File: src/rtl/mxs_pkg.sv
// Shared types and constants for the masked XOR sequencer: FSM state encoding,
// LFSR feedback taps, settle-counter width and evaluation-counter ceiling.
package mxs_pkg;

  typedef enum logic [1:0] {
    IDLE = 2'd0,
    EVAL = 2'd1,
    HOLD = 2'd2
  } mxs_state_t;

  localparam int          MXS_CNT_W     = 4;
  // Feedback taps for x^16+x^14+x^13+x^11+1 (bits 15, 13, 12, 10).
  localparam logic [15:0] MXS_LFSR_TAPS = 16'hB400;
  localparam logic [15:0] MXS_EVAL_MAX  = 16'hFFFF;

endpackage

File: src/rtl/XOR_TransmissionGate_masked.sv
// First-order masked XOR gadget. Each output share is re-masked with the parity
// of three fresh random bits, so XOR0^XOR1 == A0^A1^B0^B1 for any r.
module XOR_TransmissionGate_masked (
  input  logic A0,
  input  logic A1,
  input  logic B0,
  input  logic B1,
  input  logic r0,
  input  logic r1,
  input  logic r2,
  output logic XOR0,
  output logic XOR1
);

  logic mask;

  assign mask = r0 ^ r1 ^ r2;
  assign XOR0 = (A0 ^ B0) ^ mask;
  assign XOR1 = (A1 ^ B1) ^ mask;

endmodule

File: src/rtl/mxs_lfsr.sv
// 16-bit Fibonacci LFSR randomness source for the masked XOR sequencer.
// Advances every cycle out of reset; exposes its three low bits.
module mxs_lfsr
  import mxs_pkg::*;
#(
  parameter logic [15:0] SEED = 16'hACE1
) (
  input  logic       clk,
  input  logic       rst,
  output logic [2:0] rnd_o
);

  logic [15:0] lfsr_q;
  logic [15:0] lfsr_d;

  always_comb begin
    lfsr_d = {lfsr_q[14:0], ^(lfsr_q & MXS_LFSR_TAPS)};
  end

  always_ff @(posedge clk) begin
    if (rst) lfsr_q <= SEED;
    else     lfsr_q <= lfsr_d;
  end

  assign rnd_o = lfsr_q[2:0];

endmodule

File: src/rtl/masked_xor_sequencer.sv
// Sequencer driving XOR_TransmissionGate_masked: accept shares, settle, capture, hand off.
// Define MXS_LFSR_EN to use the internal LFSR instead of the external rnd_i/rnd_valid_i port.
module masked_xor_sequencer
  import mxs_pkg::*;
#(
  parameter int unsigned SETTLE_CYCLES = 1,
  parameter logic [15:0] LFSR_SEED     = 16'hACE1
) (
  input  logic        clk,
  input  logic        rst,
  input  logic        in_valid,
  output logic        in_ready,
  input  logic        A0,
  input  logic        A1,
  input  logic        B0,
  input  logic        B1,
  output logic        out_valid,
  input  logic        out_ready,
  output logic        XOR0,
  output logic        XOR1,
  output logic        busy,
  output logic [15:0] eval_count
`ifndef MXS_LFSR_EN
  ,
  input  logic        rnd_valid_i,
  input  logic [2:0]  rnd_i,
  output logic        rnd_ready_o
`endif
);

  localparam logic [MXS_CNT_W-1:0] SETTLE_INIT = SETTLE_CYCLES[MXS_CNT_W-1:0];
  localparam logic [MXS_CNT_W-1:0] CNT_ONE     = 1;

  if (SETTLE_CYCLES < 1 || SETTLE_CYCLES > 15) begin : g_bad_settle
    $error("SETTLE_CYCLES must be in 1..15");
  end
  if (LFSR_SEED == 16'h0000) begin : g_bad_seed
    $error("LFSR_SEED must be non-zero");
  end

  mxs_state_t           state_q, state_d;
  logic [MXS_CNT_W-1:0] cnt_q, cnt_d;
  logic [3:0]           opnd_q, opnd_d;    // {B1, B0, A1, A0}
  logic [2:0]           rnd_q, rnd_d;
  logic                 xor0_q, xor0_d, xor1_q, xor1_d;
  logic                 out_valid_q, out_valid_d;
  logic [15:0]          eval_count_q, eval_count_d;

  logic [2:0] rnd_src;
  logic       rnd_avail;
  logic       accept;
  logic       g_xor0, g_xor1;

`ifdef MXS_LFSR_EN
  mxs_lfsr #(.SEED(LFSR_SEED)) u_lfsr (
    .clk   (clk),
    .rst   (rst),
    .rnd_o (rnd_src)
  );
  assign rnd_avail = 1'b1;
`else
  assign rnd_src     = rnd_i;
  assign rnd_avail   = rnd_valid_i;
  assign rnd_ready_o = accept;
`endif

  assign in_ready = !rst && (state_q == IDLE) && rnd_avail;
  assign accept   = in_valid && in_ready;

  // Gadget sees only registered shares, which are zero outside EVAL.
  XOR_TransmissionGate_masked u_gadget (
    .A0   (opnd_q[0]),
    .A1   (opnd_q[1]),
    .B0   (opnd_q[2]),
    .B1   (opnd_q[3]),
    .r0   (rnd_q[0]),
    .r1   (rnd_q[1]),
    .r2   (rnd_q[2]),
    .XOR0 (g_xor0),
    .XOR1 (g_xor1)
  );

  always_comb begin
    state_d      = state_q;
    cnt_d        = cnt_q;
    opnd_d       = opnd_q;
    rnd_d        = rnd_q;
    xor0_d       = xor0_q;
    xor1_d       = xor1_q;
    out_valid_d  = out_valid_q;
    eval_count_d = eval_count_q;
    unique case (state_q)
      IDLE: begin
        if (accept) begin
          opnd_d  = {B1, B0, A1, A0};
          rnd_d   = rnd_src;
          cnt_d   = SETTLE_INIT;
          state_d = EVAL;
        end
      end
      EVAL: begin
        if (cnt_q == '0) begin
          xor0_d      = g_xor0;
          xor1_d      = g_xor1;
          out_valid_d = 1'b1;
          if (eval_count_q != MXS_EVAL_MAX) eval_count_d = eval_count_q + 16'd1;
          opnd_d      = '0;
          rnd_d       = '0;
          state_d     = HOLD;
        end else begin
          cnt_d = cnt_q - CNT_ONE;
        end
      end
      HOLD: begin
        if (out_ready) begin
          out_valid_d = 1'b0;
          state_d     = IDLE;
        end
      end
      default: state_d = IDLE;
    endcase
  end

  always_ff @(posedge clk) begin
    if (rst) begin
      state_q      <= IDLE;
      cnt_q        <= '0;
      opnd_q       <= '0;
      rnd_q        <= '0;
      xor0_q       <= 1'b0;
      xor1_q       <= 1'b0;
      out_valid_q  <= 1'b0;
      eval_count_q <= '0;
    end else begin
      state_q      <= state_d;
      cnt_q        <= cnt_d;
      opnd_q       <= opnd_d;
      rnd_q        <= rnd_d;
      xor0_q       <= xor0_d;
      xor1_q       <= xor1_d;
      out_valid_q  <= out_valid_d;
      eval_count_q <= eval_count_d;
    end
  end

  assign XOR0       = xor0_q;
  assign XOR1       = xor1_q;
  assign out_valid  = out_valid_q;
  assign busy       = (state_q != IDLE);
  assign eval_count = eval_count_q;

endmodule

File: config.mk
export PLATFORM = sky130hd
export DESIGN_NAME = masked_xor_sequencer
export DESIGN_NICKNAME = d
export VERILOG_FILES = /design/src/rtl/mxs_pkg.sv /design/src/rtl/XOR_TransmissionGate_masked.sv /design/src/rtl/mxs_lfsr.sv /design/src/rtl/masked_xor_sequencer.sv
export SDC_FILE = /design/constraint.sdc
export NUM_CORES = 1
export LEC_CHECK = 0
export CAP_MARGIN = 20
export CORE_ASPECT_RATIO = 0.6
export CORE_UTILIZATION = 53
export CTS_BUF_LIST = sky130_fd_sc_hd__clkbuf_8 sky130_fd_sc_hd__clkbuf_16
export CTS_CLUSTER_DIAMETER = 80
export DETAILED_ROUTE_END_ITERATION = 12
export GPL_TIMING_DRIVEN = 0
export PLACE_DENSITY_LB_ADDON = 0.25
export SLEW_MARGIN = 10
export SYNTH_ARGS = -nofsm -noshare
export SYNTH_HDL_FRONTEND = slang
export SYNTH_SLANG_ARGS = --single-unit
File: constraint.sdc
create_clock -name clk -period 4.18 [get_ports clk]
set_clock_uncertainty 0.2 [all_clocks]
set_input_delay 0.418 -clock clk [delete_from_list [all_inputs] [get_ports clk]]
set_output_delay 0.418 -clock clk [all_outputs]
set_load 0.05 [all_outputs]
After elaboration in Yosys (flattened, before gate mapping)
Index checks and enable logic that the tools add are counted.
Widths: inputs -> output; s select.
{ "totals": {"reg_bits": 32, "out_inout_bits": 22, "input_bits": 12} }
{ "op_classes": {"mux": 16, "reduce_logical": 15, "n_bitwise": 6, "n_addsub": 2, "eq_ne": 7} }
{ "ops": {"columns": ["op", "n"], "rows": [
  ["$add 16x1->16 const B", 1],
  ["$mux 4", 4],
  ["$ne 16x16->1 const B", 1],
  ["$pmux 4 s2", 2],
  ["$reduce_and 3->1", 5],
  ["$ne 2x2->1 const B", 4],
  ["$mux 2", 3],
  ["$mux 3", 2],
  ["$pmux 2 s3", 1],
  ["$pmux 3 s2", 1],
  ["$reduce_bool 2->1", 3],
  ["$xor 1x1->1", 6],
  ["$logic_not 4->1", 1],
  ["$sub 4x1->4 const B", 1],
  ["$logic_and 1x1->1", 3],
  ["$eq 2x1->1 const B", 1],
  ["$eq 2x2->1 const B", 1],
  ["$logic_not 2->1", 1],
  ["$mux 1", 2],
  ["$pmux 1 s2", 1],
  ["$reduce_and 2->1", 1],
  ["$logic_not 1->1", 1]
]} }

Depth between registers and ports, before layout
{ "depth": {"depth_word": 6, "ltp_mapped": 8, "ltp_nobuf": 7} }

By module
A second synthesis with hierarchy kept.
{ "unflattened": {"hier_cells": 178, "area_unflattened_um2": 1572.8} }
{ "by_module_without_submodules": {"columns": ["mod", "cells_each", "area_per_inst_um2", "n_inst", "seq_area_each_um2"], "rows": [
  ["masked_xor_sequencer", 173, 1515.2, 1, 640.6],
  ["XOR_TransmissionGate_masked", 5, 57.6, 1, 0.0]
]} }

Worst setup path after synthesis
OpenSTA, ideal clock, no wires.
{ "synth_path": {"path_kind": "input to output", "startpoint": "input port rst", "endpoint": "output port rnd_ready_o", "t_required_ns": 3.562, "path_stages": 4, "setup_slack_ns": 0.669, "t_arrival_ns": 2.893, "path_cell_list": "clkbuf_1 nor4b_1 and2_1 buf_2"} }
{ "synth_via": {"elab_chain_len": 4} }
{ "synth_lines": {"columns": ["element", "line", "text"], "rows": [
  ["from (decl)", "masked_xor_sequencer.sv:10", "input logic rst,"],
  ["$logic_not 1->1", "masked_xor_sequencer.sv:67", "assign in_ready = !rst && (state_q == IDLE) && rnd_avail;"],
  ["$logic_and 1x1->1 (2 in series)", "masked_xor_sequencer.sv:67", null],
  ["via in_ready", "masked_xor_sequencer.sv:12", "output logic in_ready,"],
  ["$logic_and 1x1->1", "masked_xor_sequencer.sv:68", "assign accept = in_valid && in_ready;"],
  ["to (decl)", "masked_xor_sequencer.sv:27", "output logic rnd_ready_o"]
]} }
The timed path passes the listed nets, and every way through them passes these cells.

Final worst setup path
{ "layout_path": {"startpoint": "input port rnd_valid_i", "endpoint": "output port rnd_ready_o"} }
{ "layout_via": {"elab_chain_len": 2} }
{ "layout_lines": {"columns": ["element", "line", "text"], "rows": [
  ["from (decl)", "masked_xor_sequencer.sv:25", "input logic rnd_valid_i,"],
  ["$logic_and 1x1->1", "masked_xor_sequencer.sv:67", null],
  ["$logic_and 1x1->1", "masked_xor_sequencer.sv:68", null]
]} }
No other way between the ends.

==> reports/results.txt <==
post_cts resized = 0
Worst Path Required = 3560 ps
Max-cap violations = 0
# nets final = 220
yosys warns = 0
WL final = 3739 um
syn_area_per_cell = 8.968 um2
Post-CTS Repair Setup Buffers = 0
status = finished, violations left
setup_tns = 0 ps
# DRC = 4
Syn Nets = 181
DP Worst Slack = 1016 ps
PwrDens = 319.9 nW/um2
GP Congestion = 0.8424
setup ws final = 989.5 ps
cts hold-fix bufs = 0
area of the multi-input gates = 813.3 um2
H-Tree Depth = 2
DRT antenna net count = 0
layout cells sized above 1 = 0.09179
min Tclk post-route = 3191 ps
Netlist cell types = 40
Pleak = 0.0006986 uW
vias post-DR = 1396
maximum fanout along the worst path = 10
Initial Util = 0.5777
Worst EP arrival = 2570 ps
post-synthesis async set-or-reset flop share = 0
max frequency = 313.4 MHz
cell row count = 14
largest vdd supply drop = 278.3 uV
Final setup viols = 0
TritonCTS buffer count = 5
failing checks = DRC
Main synth FF type = dfxtp_1
number of flops mapped to enable cells by yosys = 0
clk_lat worst skew = 290 ps
vias per cell = 5.841
Clock Root Buffer = clkbuf_8
Relative slew margins = 0.6559
initial antenna violation count = 0
IO Port Bufs = 32
die height = 43.18 um
RSZ-0062 raised after global routing = no
CTS Buffer Depth = 2
core area = 2592 um2
Total Routing Usage GR = 0.2741
Die Width = 70.63 um
sequential area share after synthesis = 0.4277
Cells after Synth = 167
fill cell count = 191
startpoint types = input pin
crit end category = output pin
Post-Syn Area = 1498 um2
Slew Viols, Final = 0
TritonCTS sink count = 32
vias in the first global route = 1368
Least-Margin Pin Slew = 514.5 ps
DR WL/cell = 15.64 um
clock-pin slew on the worst setup and hold paths = 70 ps
largest net degree at the start of global routing = 11
CTS tree = yes
Ports = 34
Final period util = 0.7633
DRT iter0 DRCs = 107
Worst Path Class, Setup = in -> out
first-pass detailed-route iteration total = 8
dpl hpwl = 2647 um
worst hold-check path type = in -> reg
DIE AREA = 3049 um2
antenna cells = 0
gr ovfl total = 0
wire length of the first global-routing pass = 6203 um
Final Hold Viols = 0
Register Area = 640.6 um2
register bit total from synthesis = 32
synth-to-layout area growth = 30.24%
## synth_stat cells (3+ instances only)
cell type  instances  share of area
nor2b_1            3          0.013
dfxtp_1           32           0.43
nor2_1            27          0.068
nand2_1           12          0.030
a21oi_1            8          0.027
a211oi_1           4          0.020
nor4_1             3          0.013
or4_1              3          0.015
and3_1             3          0.013
nand3_1            5          0.017
clkbuf_1           4          0.010
xor2_1             6          0.035
a22oi_1            7          0.035
xnor2_1           13          0.076
nor3_1             3          0.010
## final cells by class
cell class | count | area share
clock inverters | 2 | 0.005131
plain buffers | 7 | 0.01668
repair buffers | 32 | 0.1642
multi-input cells | 125 | 0.4169
clock buffers | 6 | 0.04233
flip-flops and latches | 32 | 0.3284
well taps | 32 | 0.02053
inverters | 3 | 0.005773
## cells in the final DEF (no fill, tap or decap), types with 2 or more instances in the layout
master and count:
nor3_1 3, clkbuf_8 6, xor2_1 6, a22oi_1 7, nand3_1 5, inv_1 2, nor4_1 3, ha_1 2
and3_1 3, nand2_1 12, xnor2_1 13, clkinv_2 2, nand4_1 2, nor2_1 27, a21oi_1 8, mux2i_1 2
dfxtp_1 32, nand2b_1 2, o31ai_1 2, buf_2 2, and2_1 2, and4_1 2, clkbuf_1 4, or4_1 3
nor2b_1 3, a211oi_1 4, clkdlybuf4s50_1 32
## critical path, cell delays in order
cell             delay (ps)
clkdlybuf4s50_1         450
nor4b_1                 380
and2_1                  240
buf_2                   250
clkdlybuf4s50_1         840
## path summary, 6_finish.rpt
check / startpoint / end / slack [ps] / cells past startpoint
max: rnd_valid_i / rnd_ready_o / 990 / 5
min: rst / state_q[0] / 240 / 2
max reg2reg: cnt_q[0] / eval_count[15] / 1960 / 7
min reg2reg: XOR0 / XOR0 / 260 / 2
## where the power goes
part	internal [uW]	switching [uW]
Clock	131	120
Combinational	25.7	32.9
Sequential	310	4.15
Total	467	157
## cells by family after synthesis
family | count (synthesis) | synth area share
AND/OR/NAND/NOR | 75 | 0.2682
flip-flops | 32 | 0.4277
AO/OA/AOI/OAI | 27 | 0.1337
XOR/XNOR | 19 | 0.1111
buffers and inverters | 10 | 0.02924
multiplexers | 2 | 0.01337
adder cells (fa/ha/maj) | 2 | 0.01671
## layer usage
layer	routed length, um	global-route usage
met5	0	0
met4	78	0.1480
met3	258	0.09739
met2	1703	0.4408
met1	1699	0.3251
## stage by stage
step | cell area [um2] | cells | util | total power (uW) | hold WS (ps)
2_1_floorplan | 1498 | 167 | - | 356.0 | 252.2
3_3_place_gp | 1858 | 231 | 0.7167 | 375.5 | 243.3
3_5_place_dp | 1858 | 231 | 0.7167 | 378.5 | 254.4
4_1_cts | 1951 | 239 | 0.7524 | 623.3 | 244.3
5_1_grt | 1951 | 239 | 0.7524 | 644.0 | 283.2
6_report | 1951 | 239 | 0.7524 | 624.0 | 241.3
## registers in the layout, summed over array words and instances, names as in the netlist
name        flops
XOR0            1
cnt_q           4
eval_count     16
out_valid       1
rnd_q           3
state_q         2
opnd_q          4
XOR1            1
Power figures use the tool's default switching activity.
